--- src/rtl/uart_xmit.sv ---
// UART transmitter: one-byte holding register in front of a shift register,
// framed LSB-first as start, data, optional parity, one stop bit.
module uart_xmit #(
  parameter int CLK_FREQ   = 100_000_000,
  parameter int BAUD_RATE  = 9600,
  parameter int DATA_BITS  = 8,
  parameter int PARITY_EN  = 0,
  parameter int PARITY_ODD = 0
) (
  input  logic                 clk,
  input  logic                 rst,
  input  logic [DATA_BITS-1:0] data,
  input  logic                 valid,
  output logic                 rdy,
  output logic                 txd,
  output logic                 busy,
  output logic [2:0]           dbg_state
);

  localparam int DIV = CLK_FREQ / BAUD_RATE;
  localparam int CW  = (DIV > 2) ? $clog2(DIV) : 1;
  localparam logic [CW-1:0] LAST_CNT = CW'(DIV - 1);
  localparam logic [2:0]    LAST_BIT = 3'(DATA_BITS - 1);

  if (DIV < 2) begin : g_div_check
    $error("uart_xmit: CLK_FREQ/BAUD_RATE must be at least 2");
  end
  if (DATA_BITS < 5 || DATA_BITS > 8) begin : g_bits_check
    $error("uart_xmit: DATA_BITS must be 5..8");
  end

  typedef enum logic [2:0] {
    S_IDLE   = 3'd0,
    S_START  = 3'd1,
    S_DATA   = 3'd2,
    S_PARITY = 3'd3,
    S_STOP   = 3'd4
  } state_t;

  state_t                 r_state;
  logic [DATA_BITS-1:0]   r_hold;
  logic                   r_hold_full;
  logic [DATA_BITS-1:0]   r_shreg;
  logic [2:0]             r_bit_cnt;
  logic [CW-1:0]          r_baud_cnt;
  logic                   r_parity;
  logic                   r_txd;

  state_t                 w_state_nxt;
  logic [DATA_BITS-1:0]   w_shreg_nxt;
  logic [2:0]             w_bit_cnt_nxt;
  logic                   w_txd_nxt;
  logic                   w_load;
  logic                   w_tick;
  logic                   w_accept;

  // Handshake: the host may offer data at any time; a byte is taken on a
  // clk edge where valid && rdy, and rdy is simply "holding register empty".
  assign rdy       = ~r_hold_full;
  assign w_accept  = valid & ~r_hold_full;
  assign w_tick    = (r_baud_cnt == LAST_CNT);
  assign txd       = r_txd;
  assign busy      = (r_state != S_IDLE);
  assign dbg_state = r_state;

  always_comb begin
    w_state_nxt   = r_state;
    w_shreg_nxt   = r_shreg;
    w_bit_cnt_nxt = r_bit_cnt;
    w_txd_nxt     = r_txd;
    w_load        = 1'b0;
    case (r_state)
      S_IDLE: begin
        if (r_hold_full) begin
          w_load      = 1'b1;
          w_txd_nxt   = 1'b0;
          w_state_nxt = S_START;
        end else begin
          w_txd_nxt = 1'b1;
        end
      end
      S_START: begin
        if (w_tick) begin
          w_txd_nxt     = r_shreg[0];
          w_bit_cnt_nxt = 3'd0;
          w_state_nxt   = S_DATA;
        end
      end
      S_DATA: begin
        if (w_tick) begin
          if (r_bit_cnt == LAST_BIT) begin
            if (PARITY_EN != 0) begin
              w_txd_nxt   = r_parity;
              w_state_nxt = S_PARITY;
            end else begin
              w_txd_nxt   = 1'b1;
              w_state_nxt = S_STOP;
            end
          end else begin
            w_shreg_nxt   = r_shreg >> 1;
            w_txd_nxt     = r_shreg[1];
            w_bit_cnt_nxt = r_bit_cnt + 3'd1;
          end
        end
      end
      S_PARITY: begin
        if (w_tick) begin
          w_txd_nxt   = 1'b1;
          w_state_nxt = S_STOP;
        end
      end
      S_STOP: begin
        if (w_tick) begin
          // A held byte starts immediately so back-to-back frames have no gap.
          if (r_hold_full) begin
            w_load      = 1'b1;
            w_txd_nxt   = 1'b0;
            w_state_nxt = S_START;
          end else begin
            w_txd_nxt   = 1'b1;
            w_state_nxt = S_IDLE;
          end
        end
      end
      default: begin
        w_txd_nxt   = 1'b1;
        w_state_nxt = S_IDLE;
      end
    endcase
    if (w_load) w_shreg_nxt = r_hold;
  end

  always_ff @(posedge clk) begin
    if (rst) begin
      r_state     <= S_IDLE;
      r_hold      <= '0;
      r_hold_full <= 1'b0;
      r_shreg     <= '0;
      r_bit_cnt   <= 3'd0;
      r_baud_cnt  <= '0;
      r_parity    <= 1'b0;
      r_txd       <= 1'b1;
    end else begin
      r_state   <= w_state_nxt;
      r_shreg   <= w_shreg_nxt;
      r_bit_cnt <= w_bit_cnt_nxt;
      r_txd     <= w_txd_nxt;
      if (r_state == S_IDLE || w_load || w_tick) r_baud_cnt <= '0;
      else                                       r_baud_cnt <= r_baud_cnt + 1'b1;
      if (w_accept) begin
        r_hold      <= data;
        r_hold_full <= 1'b1;
      end else if (w_load) begin
        r_hold_full <= 1'b0;
      end
      // Parity is taken from the whole byte as it is loaded.
      if (w_load) r_parity <= (^r_hold) ^ (PARITY_ODD != 0);
    end
  end

endmodule

--- config.mk ---
export PLATFORM = sky130hd
export DESIGN_NAME = uart_xmit
export DESIGN_NICKNAME = d
export VERILOG_FILES = /design/src/rtl/uart_xmit.sv
export SDC_FILE = /design/constraint.sdc
export NUM_CORES = 1
export LEC_CHECK = 0
export CAP_MARGIN = 20
export CORE_MARGIN = 3
export CORE_UTILIZATION = 29
export CTS_CLUSTER_DIAMETER = 200
export CTS_CLUSTER_SIZE = 28
export DETAILED_ROUTE_END_ITERATION = 7
export GPL_ROUTABILITY_DRIVEN = 1
export PLACE_DENSITY = 0.48
export SETUP_SLACK_MARGIN = 0.5
export SYNTH_ARGS = -nofsm -noshare
export SYNTH_HDL_FRONTEND = slang
export SYNTH_SLANG_ARGS = --single-unit
--- constraint.sdc ---
create_clock -name clk -period 3 [get_ports clk]
set_input_delay 0.45 -clock clk [delete_from_list [all_inputs] [get_ports clk]]
set_output_delay 0.45 -clock clk [all_outputs]
set_load 0.005 [all_outputs]
==> Yosys cells after proc, flatten, opt, wreduce, memory -nomap -nowiden <==
Cells that the tools add are included.
{ "op_classes": {"add_sub_neg": 2, "eq_ne": 14, "muxes": 28, "bitwise": 2, "reduce_logical": 13} }
{ "op_table": {"columns": ["op", "n"], "rows": [
  ["$mux W8", 4],
  ["$mux W3", 9],
  ["$ne A2 B2 Y1 const B", 8],
  ["$pmux W3 S5", 1],
  ["$add A14 B1 Y14 const B", 1],
  ["$eq A14 B14 Y1 const B", 1],
  ["$mux W1", 11],
  ["$reduce_and A4 Y1", 2],
  ["$reduce_bool A2 Y1", 4],
  ["$eq A3 B2 Y1 const B", 2],
  ["$eq A3 B3 Y1 const B", 2],
  ["$pmux W3 S2", 1],
  ["$reduce_and A6 Y1", 1],
  ["$pmux W1 S5", 1],
  ["$add A3 B1 Y3 const B", 1],
  ["$eq A3 B1 Y1 const B", 1],
  ["$logic_not A3 Y1", 1],
  ["$reduce_and A3 Y1", 1],
  ["$reduce_bool A3 Y1", 1],
  ["$logic_or A1 B1 Y1", 2],
  ["$pmux W1 S2", 1],
  ["$reduce_or A2 Y1", 1],
  ["$and A1 B1 Y1", 1],
  ["$not A1 Y1", 1]
]} }
{ "word_totals": {"regBits": 38, "in_bits": 11, "output_inout_bits": 6, "wordCells": 66} }

==> Depth between registers and ports, before layout <==
{ "logic_depth": {"word_depth": 6, "depth_mapped": 7} }

==> Least setup slack after synthesis <==
OpenSTA, ideal clock, no wires.
{ "synth_timing": {"path_type": "reg2reg", "from": "reg r_baud_cnt[0]", "to": "reg r_baud_cnt[11]", "arrival_ps": 1593, "required_time_ps": 2885, "setup_slack_ps": 1293, "path_stages_with_launch": 8, "n_path_buf": 2, "synth_period_minus_slack_ps": 1707, "cell_sequence": "dfxtp_1 > ha_1 > and4_1 > buf_6 > nand4_2 > nand3b_1 > buf_4 > nor2_1"} }
{ "synth_via": {"elab_chain_len": 6, "word_cells_on_any_way": 7, "cone_classes": "1 x add/sub; 1 x eq/ne; 2 x mux; 3 x reduce/logical"} }
{ "synth_lines": {"columns": ["item", "line", "text"], "rows": [
  ["from (decl)", "45", "logic [CW-1:0] r_baud_cnt;"],
  ["from (signal assigned)", "149", "else r_baud_cnt <= r_baud_cnt + 1'b1;"],
  ["$eq A14 B14 Y1", "61", "assign w_tick = (r_baud_cnt == LAST_CNT);"],
  ["$mux W1", "113", "if (w_tick) begin"],
  ["$pmux W1 S2", "72", "case (r_state)"],
  ["$logic_or A1 B1 Y1 (2 in a row)", "148", "if (r_state == S_IDLE || w_load || w_tick) r_baud_cnt <= '0;"],
  ["$reduce_or A2 Y1 (no line)", null, null]
]} }
Parallel ways exist; a longest one is shown, timed or not.
A chain may end at the register's enable or synchronous reset.

==> Final worst setup path <==
{ "layout_timing": {"from": "reg r_state[2] (netlist: dbg_state[2])", "to": "out busy"} }
{ "layout_via": {"elab_chain_len": 1} }
{ "layout_lines": {"columns": ["item", "line", "text"], "rows": [
  ["from (decl)", "40", "state_t r_state;"],
  ["from (signal assigned)", "144", "r_state <= w_state_nxt;"],
  ["$reduce_bool A3 Y1", "63", "assign busy = (r_state != S_IDLE);"],
  ["to (decl)", "16", "output logic busy,"]
]} }
No other way between the ends.

==> impl_metrics.yaml <==
clock_network:
  cts.repair.resized: 0
  root_buffer: "sky130_fd_sc_hd__clkbuf_8"
  tritoncts: "done"
  cts_hold_buf: 0
  post_cts_setup_buffers: 0
  clock_latency_of_the_later_clocked_register_in_the_worst_skew_pair_ps: 280
  clkTransAtPathRegs_ps: 80
  maximum_number_of_buffers_from_clock_root_to_sink: 2
  cts.sink_count: 38
  cts_htree_levels: 2
  cts_buffers: 5
logic_synthesis:
  postSynthNetCount: 237
  synth_top_cells_by_area: "sky130_fd_sc_hd__dfxtp_1 40%, sky130_fd_sc_hd__a21oi_1 6.5%, sky130_fd_sc_hd__nor2_1 6.2%"
  synth_cell_types: 47
  synth-seq-area-share_pct: 39.5
  synth-async-reset-ratio_pct: 0
  synth-edff-count: 0
  synth.top_cell.area_share_pct: 39.5
  ys.flop_type: "sky130_fd_sc_hd__dfxtp_1"
  post_synthesis_cell_area_um2: 1930
  syn-mean-instance-area_um2: 8.63
  ys.warnings.count: 0
  synth_top_cell_by_area: "sky130_fd_sc_hd__dfxtp_1"
  netlist_instances: 223
  ys_seq_elements: 38
worst_setup_path:
  crit_path_max_fanout: 14
  critPathRequiredTime_ps: 2550
  startpoint_type: "register"
  worst-setup-path-type: "reg2out"
  arrival_ps: 1680
  critPathCaptureType: "output pin"
timing:
  timing.final.crit_share_pct: 71.0
  max-slew-margin-rel_pct: 51.0
  grt_setup_unrepaired: "no"
  finalHoldViolations: 0
  finalSetupViolCount: 0
  maxClockFrequency_mhz: 469
  setup_ws_ps: 869
  slew_violations: 0
  finClkSkew_ps: 9.23
  final.min_clock_period_ps: 2130
  fin_setup_tns_ps: 0
  worstMarginPinSlew_ps: 734
global_route:
  global_routing_met3_resource_utilization_pct: 2.65
  grt-ovfl-total: 0
  grtUsageMet2_pct: 18.0
  grtUsageMet1_pct: 14.2
  grt.total_usage_pct: 10.9
  grt_antenna_before_repair: 0
  grt_first_pass_wirelength_mm: 6.68
  grt_max_degree: 33
  grt_pass1_vias: 1445
  grt-busiest-layer: "met2"
routing:
  drc_errors: 0
  drtIter0Drc: 94
  ant_nets: 0
  finalWirelength_mm: 3.76
  wire_per_inst_um: 12.0
  firstDrtPassIters: 4
  detailed_route_via_count: 1499
  detail_route.vias_per_cell: 4.79
floorplanning:
  initial_util_pct: 30.2
  placement_rows: 29
  die_width_um: 87.5
  core-area_um2: 6390
  die_h_um: 87.5
  design.portCount: 17
  area_enclosed_by_the_die_boundary_um2: 7650
finish:
  antenna_cells: 0
  mostFrequentLayoutCells: "38 x sky130_fd_sc_hd__dfxtp_1, 32 x sky130_fd_sc_hd__nor2_1, 25 x sky130_fd_sc_hd__a21oi_1"
  final.fill_count: 671
  area_growth_syn_to_layout_pct: 17.2
  mostFrequentLayoutCell: "sky130_fd_sc_hd__dfxtp_1"
  final_core_util_pct: 35.3
  drive_gt1_share_pct: 8.90
  nets: 249
  layout.cell_area.non_filler_um2: 2260
placed_design:
  port_buffer_count: 16
  place_congestion: 0.714
  dpl_worst_slack_ps: 836
  hpwl_mm: 2.59
  placed_cell_area_um2: 2110
run_status:
  run_status: "completed"
power_and_ir_drop:
  leakagePower_nw: 0.808
  power-per-cell-area_nw_per_um2: 517
  max-vdd-ir-drop_v: 0.000213
  power_w: 0.00117
worst_hold_path:
  worstHoldPathType: "reg2reg"
flow_run:
  maxCapViolations: 0
-- sequential cells by signal, indices dropped and copies added (netlist names) --
| register | flops |
|---|---|
| r_hold | 8 |
| r_hold_full | 1 |
| txd | 1 |
| r_bit_cnt | 3 |
| r_baud_cnt | 14 |
| r_shreg | 8 |
| dbg_state | 3 |
-- synthesized netlist by cell type (3+ instances only) --
library cell / count
sky130_fd_sc_hd__a21oi_1: 25
sky130_fd_sc_hd__a221oi_1: 7
sky130_fd_sc_hd__buf_6: 3
sky130_fd_sc_hd__clkbuf_1: 5
sky130_fd_sc_hd__dfxtp_1: 38
sky130_fd_sc_hd__ha_1: 3
sky130_fd_sc_hd__inv_1: 18
sky130_fd_sc_hd__mux2i_1: 11
sky130_fd_sc_hd__nand2_1: 8
sky130_fd_sc_hd__nand3_1: 7
sky130_fd_sc_hd__nor2_1: 32
sky130_fd_sc_hd__nor2b_1: 3
sky130_fd_sc_hd__o21ai_0: 9
sky130_fd_sc_hd__or3_1: 4
sky130_fd_sc_hd__xnor2_1: 5
sky130_fd_sc_hd__xor2_1: 5
-- critical path, cell delays in order (launching register included) --
cell and delay, ps:
sky130_fd_sc_hd__dfxtp_1 630, sky130_fd_sc_hd__or3_1 250, sky130_fd_sc_hd__clkdlybuf4s50_1 520
-- final timing paths --
check / start / to / slack, ps / depth (start not counted)
min reg2reg: r_baud_cnt[0] / r_baud_cnt[0] / 460 / 1
max: dbg_state[2] / busy / 870 / 2
min: r_baud_cnt[0] / r_baud_cnt[0] / 460 / 1
max reg2reg: r_baud_cnt[0] / r_baud_cnt[8] / 870 / 5
-- area by class of cell --
type	count	area, µm²	area share, %
multi-input cells	154	1010	45.0
flip-flops and latches	38	761	33.7
repair buffers	18	175	7.76
well taps	77	96.3	4.27
clock buffers	6	82.6	3.66
inverters	18	67.6	2.99
clock inverters	2	60.1	2.66
-- metrics by stage --
stage                     hold slack [ps]  std cells
after floorplan                       430        223
after global placement                444        305
after detailed placement              459        305
after CTS                             479        313
after global routing                  513        313
final                                 465        313
-- power breakdown --
group	switching (W)	leakage (nW)	total [W]	internal (W)
logic	0.0000547	0.428	0.000106	0.0000512
registers	0.0000101	0.308	0.000529	0.000519
clock network	0.000178	0.0714	0.000533	0.000355
total	0.000243	0.808	0.00117	0.000925
-- cells by family (layout without fill, tap and decap cells) --
group	Yosys count	count (layout)	share of synthesized area [%]
AO/OA/AOI/OAI	49	49	15.7
XOR/XNOR	10	10	4.55
adder cells (fa/ha/maj)	3	3	1.95
buffers and inverters	31	44	7.80
flip-flops	38	38	39.5
multiplexers	11	11	5.72
AND/OR/NAND/NOR	81	81	24.8
-- metal layers --
metal / wire length (µm) / share of wire, %
met5: 0 / 0
met3: 109 / 2.9
met4: 29 / 0.77
met1: 1940 / 52
met2: 1680 / 45
Note: power is estimated with default switching activity, not from simulation.
